File: src/rtl/ghost_ai_multi.sv
// Ghost steering engine: one shared decision datapath serves NUM_GHOSTS ghosts,
// one ghost per clock after each accepted tick. It also runs the global
// SCATTER/CHASE/FRIGHT mode sequencer and keeps per-ghost previous directions.
module ghost_ai_multi #(
  parameter int unsigned               NUM_GHOSTS    = 4,
  parameter int unsigned               X_W           = 11,
  parameter int unsigned               Y_W           = 10,
  parameter logic [15:0]               SCATTER_TICKS = 16'd420,
  parameter logic [15:0]               CHASE_TICKS   = 16'd1200,
  parameter logic [15:0]               FRIGHT_TICKS  = 16'd360,
  parameter logic [NUM_GHOSTS*X_W-1:0] CORNER_X      = '0,
  parameter logic [NUM_GHOSTS*Y_W-1:0] CORNER_Y      = '0,
  parameter logic [15:0]               LFSR_SEED     = 16'hACE1
) (
  input  logic                    clk,
  input  logic                    rst,
  input  logic                    tick,
  input  logic                    power_pellet,
  input  logic [X_W-1:0]          pacman_x,
  input  logic [Y_W-1:0]          pacman_y,
  input  logic [NUM_GHOSTS*X_W-1:0] ghost_x,
  input  logic [NUM_GHOSTS*Y_W-1:0] ghost_y,
  input  logic [NUM_GHOSTS*4-1:0] valid_moves,
  output logic [NUM_GHOSTS*4-1:0] move_dir,
  output logic                    round_done,
  output logic [1:0]              mode,
  output logic                    overrun
);

  typedef enum logic [1:0] {M_SCATTER = 2'b00, M_CHASE = 2'b01, M_FRIGHT = 2'b10} mode_e;

  localparam logic [3:0] D_RIGHT = 4'b0001;
  localparam logic [3:0] D_UP    = 4'b0010;
  localparam logic [3:0] D_DOWN  = 4'b0100;
  localparam logic [3:0] D_LEFT  = 4'b1000;

  localparam int unsigned     IDX_W    = (NUM_GHOSTS > 1) ? $clog2(NUM_GHOSTS) : 1;
  localparam int unsigned     D_W      = (X_W > Y_W) ? X_W : Y_W;
  localparam logic [IDX_W-1:0] LAST_IDX = IDX_W'(NUM_GHOSTS - 1);

  // Fixed fallback priority UP, LEFT, DOWN, RIGHT.
  function automatic logic [3:0] pick_prio(input logic [3:0] cand);
    if (cand[1])      return D_UP;
    else if (cand[3]) return D_LEFT;
    else if (cand[2]) return D_DOWN;
    else if (cand[0]) return D_RIGHT;
    else              return 4'd0;
  endfunction

  function automatic logic [3:0] reverse_dir(input logic [3:0] d);
    case (d)
      D_RIGHT: return D_LEFT;
      D_LEFT:  return D_RIGHT;
      D_UP:    return D_DOWN;
      D_DOWN:  return D_UP;
      default: return 4'd0;
    endcase
  endfunction

  logic                         busy_q, busy_d;
  logic [IDX_W-1:0]             idx_q, idx_d;
  mode_e                        mode_q, mode_d, saved_mode_q, saved_mode_d;
  logic [15:0]                  mode_cnt_q, mode_cnt_d, saved_cnt_q, saved_cnt_d;
  logic                         pellet_q, pellet_d;
  logic [15:0]                  lfsr_q, lfsr_d;
  logic                         overrun_q, overrun_d;
  logic                         round_done_q, round_done_d;
  logic [NUM_GHOSTS-1:0][3:0]   move_dir_q, move_dir_d;
  logic [NUM_GHOSTS-1:0][3:0]   prev_dir_q, prev_dir_d;
  logic [NUM_GHOSTS-1:0]        rev_pend_q, rev_pend_d;

  logic        accept;
  logic        rev_all;
  mode_e       adv_mode;
  logic [15:0] adv_cnt;

  assign accept     = tick & ~busy_q;
  assign move_dir   = move_dir_q;
  assign round_done = round_done_q;
  assign mode       = mode_q;
  assign overrun    = overrun_q;

  // LFSR free-runs every clock; pellet latch holds until the next accepted tick.
  always_comb begin
    lfsr_d   = {lfsr_q[14:0], lfsr_q[15] ^ lfsr_q[13] ^ lfsr_q[12] ^ lfsr_q[10]};
    pellet_d = accept ? 1'b0 : (pellet_q | power_pellet);
  end

  // Mode sequencer next state: advance the count, then apply a pending pellet on top.
  always_comb begin
    // NOTE: every variable gets a default before any branch so no path leaves it unassigned, which would infer a latch.
    mode_d       = mode_q;
    mode_cnt_d   = mode_cnt_q;
    saved_mode_d = saved_mode_q;
    saved_cnt_d  = saved_cnt_q;
    rev_all      = 1'b0;
    adv_mode     = mode_q;
    adv_cnt      = mode_cnt_q - 16'd1;
    case (mode_q)
      M_SCATTER: if (mode_cnt_q == 16'd1) begin adv_mode = M_CHASE;   adv_cnt = CHASE_TICKS;   end
      M_CHASE:   if (mode_cnt_q == 16'd1) begin adv_mode = M_SCATTER; adv_cnt = SCATTER_TICKS; end
      M_FRIGHT:  if (mode_cnt_q == 16'd1) begin adv_mode = saved_mode_q; adv_cnt = saved_cnt_q; end
      default:   adv_cnt = mode_cnt_q;
    endcase
    if (accept) begin
      if (pellet_q | power_pellet) begin
        mode_d     = M_FRIGHT;
        mode_cnt_d = FRIGHT_TICKS;
        // A pellet during FRIGHT only extends it; the saved mode stays the original one.
        if (mode_q != M_FRIGHT) begin
          saved_mode_d = adv_mode;
          saved_cnt_d  = adv_cnt;
          rev_all      = 1'b1;
        end
      end else begin
        mode_d     = adv_mode;
        mode_cnt_d = adv_cnt;
      end
    end
  end

  int unsigned    g_sel;
  logic [3:0]     g_valid, g_opp, g_allowed, hdir, vdir, prim, sec, rnd, dec_dir;
  logic [X_W-1:0] g_x, tx, dx;
  logic [Y_W-1:0] g_y, ty, dy;

  // Shared decision datapath for the ghost selected by idx_q, inputs sampled live.
  always_comb begin
    g_sel     = 32'(idx_q);
    g_valid   = valid_moves[g_sel*4 +: 4];
    g_x       = ghost_x[g_sel*X_W +: X_W];
    g_y       = ghost_y[g_sel*Y_W +: Y_W];
    g_opp     = reverse_dir(prev_dir_q[g_sel]);
    g_allowed = g_valid & ~g_opp;
    if (g_allowed == 4'd0) g_allowed = g_valid;
    if (mode_q == M_CHASE) begin
      tx = pacman_x;
      ty = pacman_y;
    end else begin
      tx = CORNER_X[g_sel*X_W +: X_W];
      ty = CORNER_Y[g_sel*Y_W +: Y_W];
    end
    dx   = (tx > g_x) ? (tx - g_x) : (g_x - tx);
    dy   = (ty > g_y) ? (ty - g_y) : (g_y - ty);
    hdir = (tx > g_x) ? D_RIGHT : ((tx < g_x) ? D_LEFT : 4'd0);
    vdir = (ty > g_y) ? D_DOWN  : ((ty < g_y) ? D_UP   : 4'd0);
    if (D_W'(dx) >= D_W'(dy)) begin
      prim = hdir;
      sec  = vdir;
    end else begin
      prim = vdir;
      sec  = hdir;
    end
    rnd = lfsr_q[3:0] & g_allowed;
    if (mode_q == M_FRIGHT) begin
      dec_dir = (rnd != 4'd0) ? pick_prio(rnd) : pick_prio(g_allowed);
    end else if ((prim & g_allowed) != 4'd0) begin
      dec_dir = prim;
    end else if ((sec & g_allowed) != 4'd0) begin
      dec_dir = sec;
    end else begin
      dec_dir = pick_prio(g_allowed);
    end
    if (rev_pend_q[g_sel] && ((g_valid & g_opp) != 4'd0)) dec_dir = g_opp;
    if (g_valid == 4'd0) dec_dir = 4'd0;
  end

  // Round control next state: start on an accepted tick, then write one ghost per clock.
  always_comb begin
    busy_d       = busy_q;
    idx_d        = idx_q;
    round_done_d = 1'b0;
    overrun_d    = overrun_q | (tick & busy_q);
    move_dir_d   = move_dir_q;
    prev_dir_d   = prev_dir_q;
    rev_pend_d   = rev_pend_q;
    if (accept) begin
      busy_d = 1'b1;
      idx_d  = '0;
      if (rev_all) rev_pend_d = '1;
    end else if (busy_q) begin
      move_dir_d[g_sel] = dec_dir;
      if (dec_dir != 4'd0) prev_dir_d[g_sel] = dec_dir;
      rev_pend_d[g_sel] = 1'b0;
      if (idx_q == LAST_IDX) begin
        busy_d       = 1'b0;
        round_done_d = 1'b1;
      end else begin
        idx_d = idx_q + 1'b1;
      end
    end
  end

  // State register for the whole block.
  always_ff @(posedge clk or negedge rst) begin
    if (!rst) begin
      busy_q       <= 1'b0;
      idx_q        <= '0;
      mode_q       <= M_SCATTER;
      mode_cnt_q   <= SCATTER_TICKS;
      saved_mode_q <= M_SCATTER;
      saved_cnt_q  <= SCATTER_TICKS;
      pellet_q     <= 1'b0;
      lfsr_q       <= LFSR_SEED;
      overrun_q    <= 1'b0;
      round_done_q <= 1'b0;
      // NOTE: the per-ghost arrays are a few flops each, not RAM, so they are reset to give defined outputs and prev_dir.
      move_dir_q   <= '0;
      prev_dir_q   <= '0;
      rev_pend_q   <= '0;
    end else begin
      // NOTE: non-blocking assignments so every register updates from the same pre-edge values.
      busy_q       <= busy_d;
      idx_q        <= idx_d;
      mode_q       <= mode_d;
      mode_cnt_q   <= mode_cnt_d;
      saved_mode_q <= saved_mode_d;
      saved_cnt_q  <= saved_cnt_d;
      pellet_q     <= pellet_d;
      lfsr_q       <= lfsr_d;
      overrun_q    <= overrun_d;
      round_done_q <= round_done_d;
      move_dir_q   <= move_dir_d;
      prev_dir_q   <= prev_dir_d;
      rev_pend_q   <= rev_pend_d;
    end
  end

endmodule

File: config.mk
export PLATFORM = sky130hd
export DESIGN_NAME = ghost_ai_multi
export DESIGN_NICKNAME = d
export VERILOG_FILES = /design/src/rtl/ghost_ai_multi.sv
export SDC_FILE = /design/constraint.sdc
export NUM_CORES = 1
export LEC_CHECK = 0
export CORE_MARGIN = 1.5
export CORE_UTILIZATION = 45
export DETAILED_ROUTE_END_ITERATION = 6
export HOLD_SLACK_MARGIN = 0.15
export PLACE_DENSITY = 0.77
export SYNTH_ARGS = -nofsm -noshare
export SYNTH_HDL_FRONTEND = slang
export SYNTH_SLANG_ARGS = --single-unit
export TNS_END_PERCENT = 100
File: constraint.sdc
create_clock -name clk -period 14.1 [get_ports clk]
set_input_delay 2.82 -clock clk [delete_from_list [all_inputs] [get_ports clk]]
set_output_delay 2.82 -clock clk [all_outputs]
set_load 0.01 [all_outputs]
==> Word-level counts from Yosys, hierarchy flattened <==
Cells that the tools add are included.
{ "totals": {"regBits": 94, "out_inout_bits": 20, "inputBits": 125, "elab_cells": 145} }
{ "op_classes": {"n_eq_ne": 11, "mul": 2, "bitwise_logic": 17, "mux": 62, "add_sub_neg": 6, "n_shift": 5, "n_reduce_logical": 16, "magnitude_cmp": 7} }
{ "ops": {"columns": ["cell", "count"], "rows": [
  ["4-bit 2-to-1 mux", 20],
  ["16-bit 2-to-1 mux", 4],
  ["16-bit one-hot mux with 3 select lines", 1],
  ["44-bit by 7-bit variable part select with 11-bit output", 1],
  ["44-bit by 7-bit variable part select with 11-bit output, first input constant", 1],
  ["40-bit by 7-bit variable part select with 10-bit output", 1],
  ["40-bit by 7-bit variable part select with 10-bit output, first input constant", 1],
  ["16-bit bitwise mux", 2],
  ["4-bit bitwise AND", 6],
  ["11-bit 2-to-1 mux", 2],
  ["11-bit subtractor", 2],
  ["10-bit 2-to-1 mux", 2],
  ["4-bit nonzero test", 5],
  ["10-bit subtractor", 2],
  ["16-bit by 1-bit == test with 1-bit output, second input constant", 1],
  ["2-bit 2-to-1 mux", 8],
  ["4-bit one-hot mux with 4 select lines", 1],
  ["16-bit by 5-bit variable part select with 4-bit output", 1],
  ["16-bit by 1-bit subtractor with 16-bit output, second input constant", 1],
  ["1-bit 2-to-1 mux", 14],
  ["11-bit by 10-bit >= comparator with 1-bit output", 1],
  ["11-bit > comparator", 1],
  ["11-bit less-than comparator", 1],
  ["10-bit > comparator", 1],
  ["31 further kinds", 46]
]} }

==> Longest topological paths before layout <==
{ "depth": {"ltp_word": 19, "ltp_mapped": 26, "ltp_nobuf": 24} }

==> Least setup slack after synthesis <==
OpenSTA, ideal clock, no wires.
{ "synth_path": {"path_type": "input to register", "startpoint": "input port ghost_y[30]", "endpoint": "register move_dir_q (netlist bit move_dir[10])", "required_time_ps": 13969, "path_slack_ps": 6559, "cell_stages": 23, "arrival_ps": 7410, "n_path_buf": 1, "setup_ps": 131, "path_cell_list": "mux4_2 > ha_1 > fa_1 > nand3b_1 > a21oi_1 > o31ai_1 > nor2_1 > clkbuf_1 > mux2i_1 > nor2_1 > o21ai_0 > nand2_1 > xnor2_1 > ha_1 > nand2_1 > o21ai_0 > a21oi_1 > o21ai_0 > a21oi_1 > and2_1 > a211o_1 > o21ai_2 > o21ai_1"} }
{ "synth_via": {"elab_chain_cells": 13, "elab_cells_between_ends": 21, "cone_classes": "2 x add/sub; 3 x order compare; 1 x shift; 11 x mux; 2 x bitwise; 2 x reduce/logical"} }
{ "synth_rtl": {"columns": ["element", "line_no", "text"], "rows": [
  ["from (decl)", "22", "input logic [NUM_GHOSTS*Y_W-1:0] ghost_y,"],
  ["40-bit by 7-bit variable part select with 10-bit output *", "132", "g_y = ghost_y[g_sel*Y_W +: Y_W];"],
  ["10-bit subtractor (tied with other cells)", "144", "dy = (ty > g_y) ? (ty - g_y) : (g_y - ty);"],
  ["10-bit 2-to-1 mux / 2-bit 2-to-1 mux (equally long branches)", "144, 146", null],
  ["11-bit by 10-bit >= comparator with 1-bit output / 3-bit 2-to-1 mux (equally long branches)", "147, 146", null],
  ["4-bit 2-to-1 mux", "147", "if (D_W'(dx) >= D_W'(dy)) begin"],
  ["4-bit bitwise AND", "159", "end else if ((sec & g_allowed) != 4'd0) begin"],
  ["4-bit nonzero test", "159", null],
  ["4-bit 2-to-1 mux", "159", null],
  ["4-bit 2-to-1 mux *", "157", "end else if ((prim & g_allowed) != 4'd0) begin"],
  ["4-bit 2-to-1 mux *", "155", "if (mode_q == M_FRIGHT) begin"],
  ["4-bit 2-to-1 mux *", "164", "if (rev_pend_q[g_sel] && ((g_valid & g_opp) != 4'd0)) dec_dir = g_opp;"],
  ["4-bit 2-to-1 mux *", "165", "if (g_valid == 4'd0) dec_dir = 4'd0;"],
  ["16-bit bitwise mux *", "182", "move_dir_d[g_sel] = dec_dir;"],
  ["to (signal assigned)", "223", "move_dir_q <= move_dir_d;"],
  ["to (decl)", "68", "logic [NUM_GHOSTS-1:0][3:0] move_dir_q, move_dir_d;"]
]} }
Every way passes the cells marked *; elsewhere a longest branch is shown, timed or not.
A chain may end at the register's enable or synchronous reset.

==> Final worst setup path <==
{ "layout_path": {"startpoint": "input port ghost_y[30]", "endpoint": "register prev_dir_q[6] in the netlist's numbering"} }
{ "layout_via": {"elab_chain_cells": 14, "elab_cells_between_ends": 23, "cone_classes": "2 x add/sub; 3 x order compare; 1 x shift; 11 x mux; 2 x bitwise; 4 x reduce/logical"} }
{ "layout_rtl": {"columns": ["element", "line_no", "text"], "rows": [
  ["40-bit by 7-bit variable part select with 10-bit output *", "132", null],
  ["10-bit subtractor (tied with other cells)", "144", null],
  ["10-bit 2-to-1 mux / 2-bit 2-to-1 mux (equally long branches)", "144, 146", null],
  ["11-bit by 10-bit >= comparator with 1-bit output / 3-bit 2-to-1 mux (equally long branches)", "147, 146", null],
  ["4-bit 2-to-1 mux", "147", null],
  ["4-bit bitwise AND", "159", null],
  ["4-bit nonzero test", "159", null],
  ["4-bit 2-to-1 mux", "159", null],
  ["4-bit 2-to-1 mux *", "157", null],
  ["4-bit 2-to-1 mux *", "155", null],
  ["4-bit 2-to-1 mux *", "164", null],
  ["4-bit 2-to-1 mux *", "165", null],
  ["4-bit nonzero test", "183", "if (dec_dir != 4'd0) prev_dir_d[g_sel] = dec_dir;"],
  ["3-bit AND reduction (no line)", null, null],
  ["to (signal assigned)", "224", "prev_dir_q <= prev_dir_d;"],
  ["to (decl)", "69", "logic [NUM_GHOSTS-1:0][3:0] prev_dir_q, prev_dir_d;"]
]} }
Marked as above.

==> out/qor.yml <==
ys_seq_area_share_pct: 32.2
slew_headroom_pct: 26.4
drive_gt1_share_pct: 10.7
die_w_um: 131
grt_pass1_wl_um: 30700
fin_crit_sh_pct: 61.6
path_clk_slew_ns: 0.07
cts_made_buffers: 9
n_fill_cell: 1400
post-cts-setup-buffer-count: 0
syn_to_final_growth_pct: 26.5
worstMarginPinSlew_ns: 1.09
wl_per_cell_um: 16.6
clockBufferDepth: 2
finalSetupViolations: 0
io-pin-count: 145
grt-ovfl-total: 0
critical-path-top-delay-family: "compound AO/OA/AOI/OAI gates"
ys.warnings.count: 0
rows: 46
finalMaxSlewViolations: 0
cts_tree: "done"
ys.flop_type: "dfrtp_1"
globalplace.congestion: 0.913
place_ws_ns: 5.14
antenna_cells: 0
final_antenna_net_count: 0
synth_area_per_cell_um2: 9.06
multiInputGateArea_um2: 4610
synth_enable_flop_cells: 0
setup_tns_ns: 0
hold_viol_final: 0
async_reset_ff_share_pct: 100
hpwl_um: 14400
reg2reg_slack_ns: 7.38
critical_path.endpoint_type: "flip-flop"
clockRootBuffer: "clkbuf_16"
min_path_type: "reg -> reg"
crit_path_top_delay_cell: "nor2_1"
drv_cap: 0
worst_ep_arrival_time_ns: 8.91
ctsHoldBuffers: 0
die_h_um: 131
drtIter0Drc: 437
ys_types: 74
syn_area_um2: 7360
clkPwrFrac_pct: 15.2
p_switching_mw: 0.749
grt_max_degree: 64
swShare_pct: 44.1
vdd.ir_drop.worst_v: 0.0000904
synth-seq-cells: 94
slowest_delay_ns: 0.86
clkLatencyLatePin_ns: 0.35
syn_nets: 998
internal_power_mw: 0.948
fmax_mhz: 115
pwr-share-seq_pct: 23.8
postCtsResizedCells: 0
grt_pass1_vias: 6375
regArea_um2: 2370
htree_levels: 3
p_comb_share_pct: 60.9
initial_core_util_pct: 46.2
fin_worst_skew_ns: 0.00805
layout_min_cycle_time_ns: 8.69
power_density_nw_per_um2: 182
port_buffers: 144
p_leak_nw: 3.95
cp_cell_sequence: "clkdlybuf4s50_1 -> mux4_2 -> ha_1 -> fa_1 -> nand3b_1 -> a21oi_1 -> o31ai_1 -> nor2_1 -> mux2_2 -> a21oi_1 -> o221ai_1 -> a31oi_1 -> xor2_1 -> ha_1 -> nand3_1 -> o21ai_0 -> a21oi_1 -> and2_1 -> a211o_1 -> o21ai_2 -> o21ai_1"
dieArea_um2: 17100
crit_type: "in -> reg"
path_buf_inv: 1
drc_errors: 0
vias_per_cell: 5.68
status: "finished clean"
design.core.area_um2: 15900
clkSinkCount: 94
rsz0062_at_grt: "no"
grt_util_all_layers_pct: 22.5
cp_max_fo: 14
antenna_found_initial: 0
timing.final.ws_setup_ns: 5.41
wirelength_um: 19300
synthCells: 813
final_nets: 1124
vias: 6584
path_common_cell: "a21oi_1"
dr.pass1.iters: 5
worstPathRequired_ns: 14.32
worstSetupStartpointType: "primary input"
==> cells in the final DEF, fill, tap and decap left out, drive strengths merged, types with 9 or more instances in the layout <==
| master | count |
|---|---|
| mux2i | 11 |
| mux2 | 15 |
| mux4 | 30 |
| a21oi | 60 |
| o21ai | 79 |
| a22o | 11 |
| and2 | 25 |
| a21o | 17 |
| inv | 69 |
| clkdlybuf4s50 | 143 |
| ha | 56 |
| xnor2 | 13 |
| nor3 | 20 |
| dfrtp | 78 |
| nand3 | 22 |
| clkbuf | 9 |
| dfstp | 16 |
| nor2 | 45 |
| nand2 | 96 |
==> power groups by stage <==
stage	sequential [mW]	clock (mW)	combinational (mW)
2_1_floorplan	0.383	0	0.772
3_3_place_gp	0.405	0	1.00
3_5_place_dp	0.408	0	1.03
4_1_cts	0.404	0.264	1.04
5_1_grt	0.416	0.275	1.16
6_report	0.404	0.259	1.03
==> synthesized netlist by cell type (all sizes together), types with 5 or more instances <==
cell type  instances  area share (%)
buf                7            0.48
mux2              15             2.3
nor3              20             1.4
a211oi             7            0.71
and2              25             2.1
a22o              11             1.3
clkbuf            29             1.5
nand3             22             1.5
o21ai             79             5.5
xor2               7            0.83
mux2i             11             1.5
o21bai             5            0.51
a21oi             60             4.1
dfrtp             78              27
nand2             96             4.9
a31oi              6            0.51
nor2              45             2.3
a21o              17             1.7
ha                56             9.5
o211ai             5            0.58
dfstp             16             5.7
nand2b             5            0.42
mux4              30             9.2
nor2b              7            0.59
inv               64             3.3
xnor2             13             1.5
o21a               5            0.54
==> cell type report <==
type	count	share of cell area (%)
Tap cell	216	2.90
Sequential cell	94	25.5
Multi-Input combinational cell	619	49.5
Timing Repair Buffer	151	16.0
Inverter	64	2.58
Clock buffer	9	2.42
Clock inverter	7	1.05
==> registers in the layout, summed over array words and instances, names as in the netlist, 2 cells and up <==
name / flops
idx_q: 2
lfsr_q: 16
mode: 2
mode_cnt_q: 16
move_dir: 16
prev_dir_q: 16
rev_pend_q: 4
saved_cnt_q: 16
saved_mode_q: 2
==> path summary, 6_finish.rpt <==
path                              from             to  depth (start not counted)
setup / recovery           ghost_y[30]  prev_dir_q[6]                         21
hold / removal               lfsr_q[5]      lfsr_q[6]                          0
setup reg to reg               mode[0]  prev_dir_q[6]                         24
hold reg to reg              lfsr_q[5]      lfsr_q[6]                          0
max in group asynchronous          rst       idx_q[0]                          2
min in group asynchronous          rst    move_dir[6]                          1
==> per-stage QoR <==
step / power [mW] / std cells / area [um^2] / utilization [%] / hold slack [ns]
2_1_floorplan: 1.15 / 813 / 7360 / - / 0.331
5_1_grt: 1.85 / 1160 / 9310 / 58.4 / 0.369
4_1_cts: 1.70 / 1160 / 9310 / 58.4 / 0.365
3_3_place_gp: 1.41 / 1144 / 8990 / 56.4 / 0.332
6_report: 1.70 / 1160 / 9310 / 58.4 / 0.364
3_5_place_dp: 1.43 / 1144 / 8990 / 56.4 / 0.344
==> cells by family (layout without fill, tap and decap cells) <==
logic type | after synthesis | after routing | synth area share (%)
xor gates and xnor gates | 20 | 20 | 2.38
muxes | 56 | 56 | 13.0
AOI/OAI and AO/OA | 234 | 234 | 20.5
and+or+nand+nor | 249 | 249 | 16.1
adders and majority gates | 60 | 60 | 10.6
DFF | 94 | 94 | 32.2
buffers and inverters | 100 | 231 | 5.22
==> routing by layer <==
| layer | track usage [%] | wire length [um] | vias to the layer above |
|---|---|---|---|
| met3 | 3.66 | 1090 | 34 |
| met4 | 8.14 | 403 | 0 |
| met1 | 29.3 | 8350 | 3187 |
| li1 | - | - | 3182 |
| met5 | 0 | 0 | - |
| met2 | 38.1 | 9440 | 181 |
Note: power is estimated with default switching activity, not from simulation.
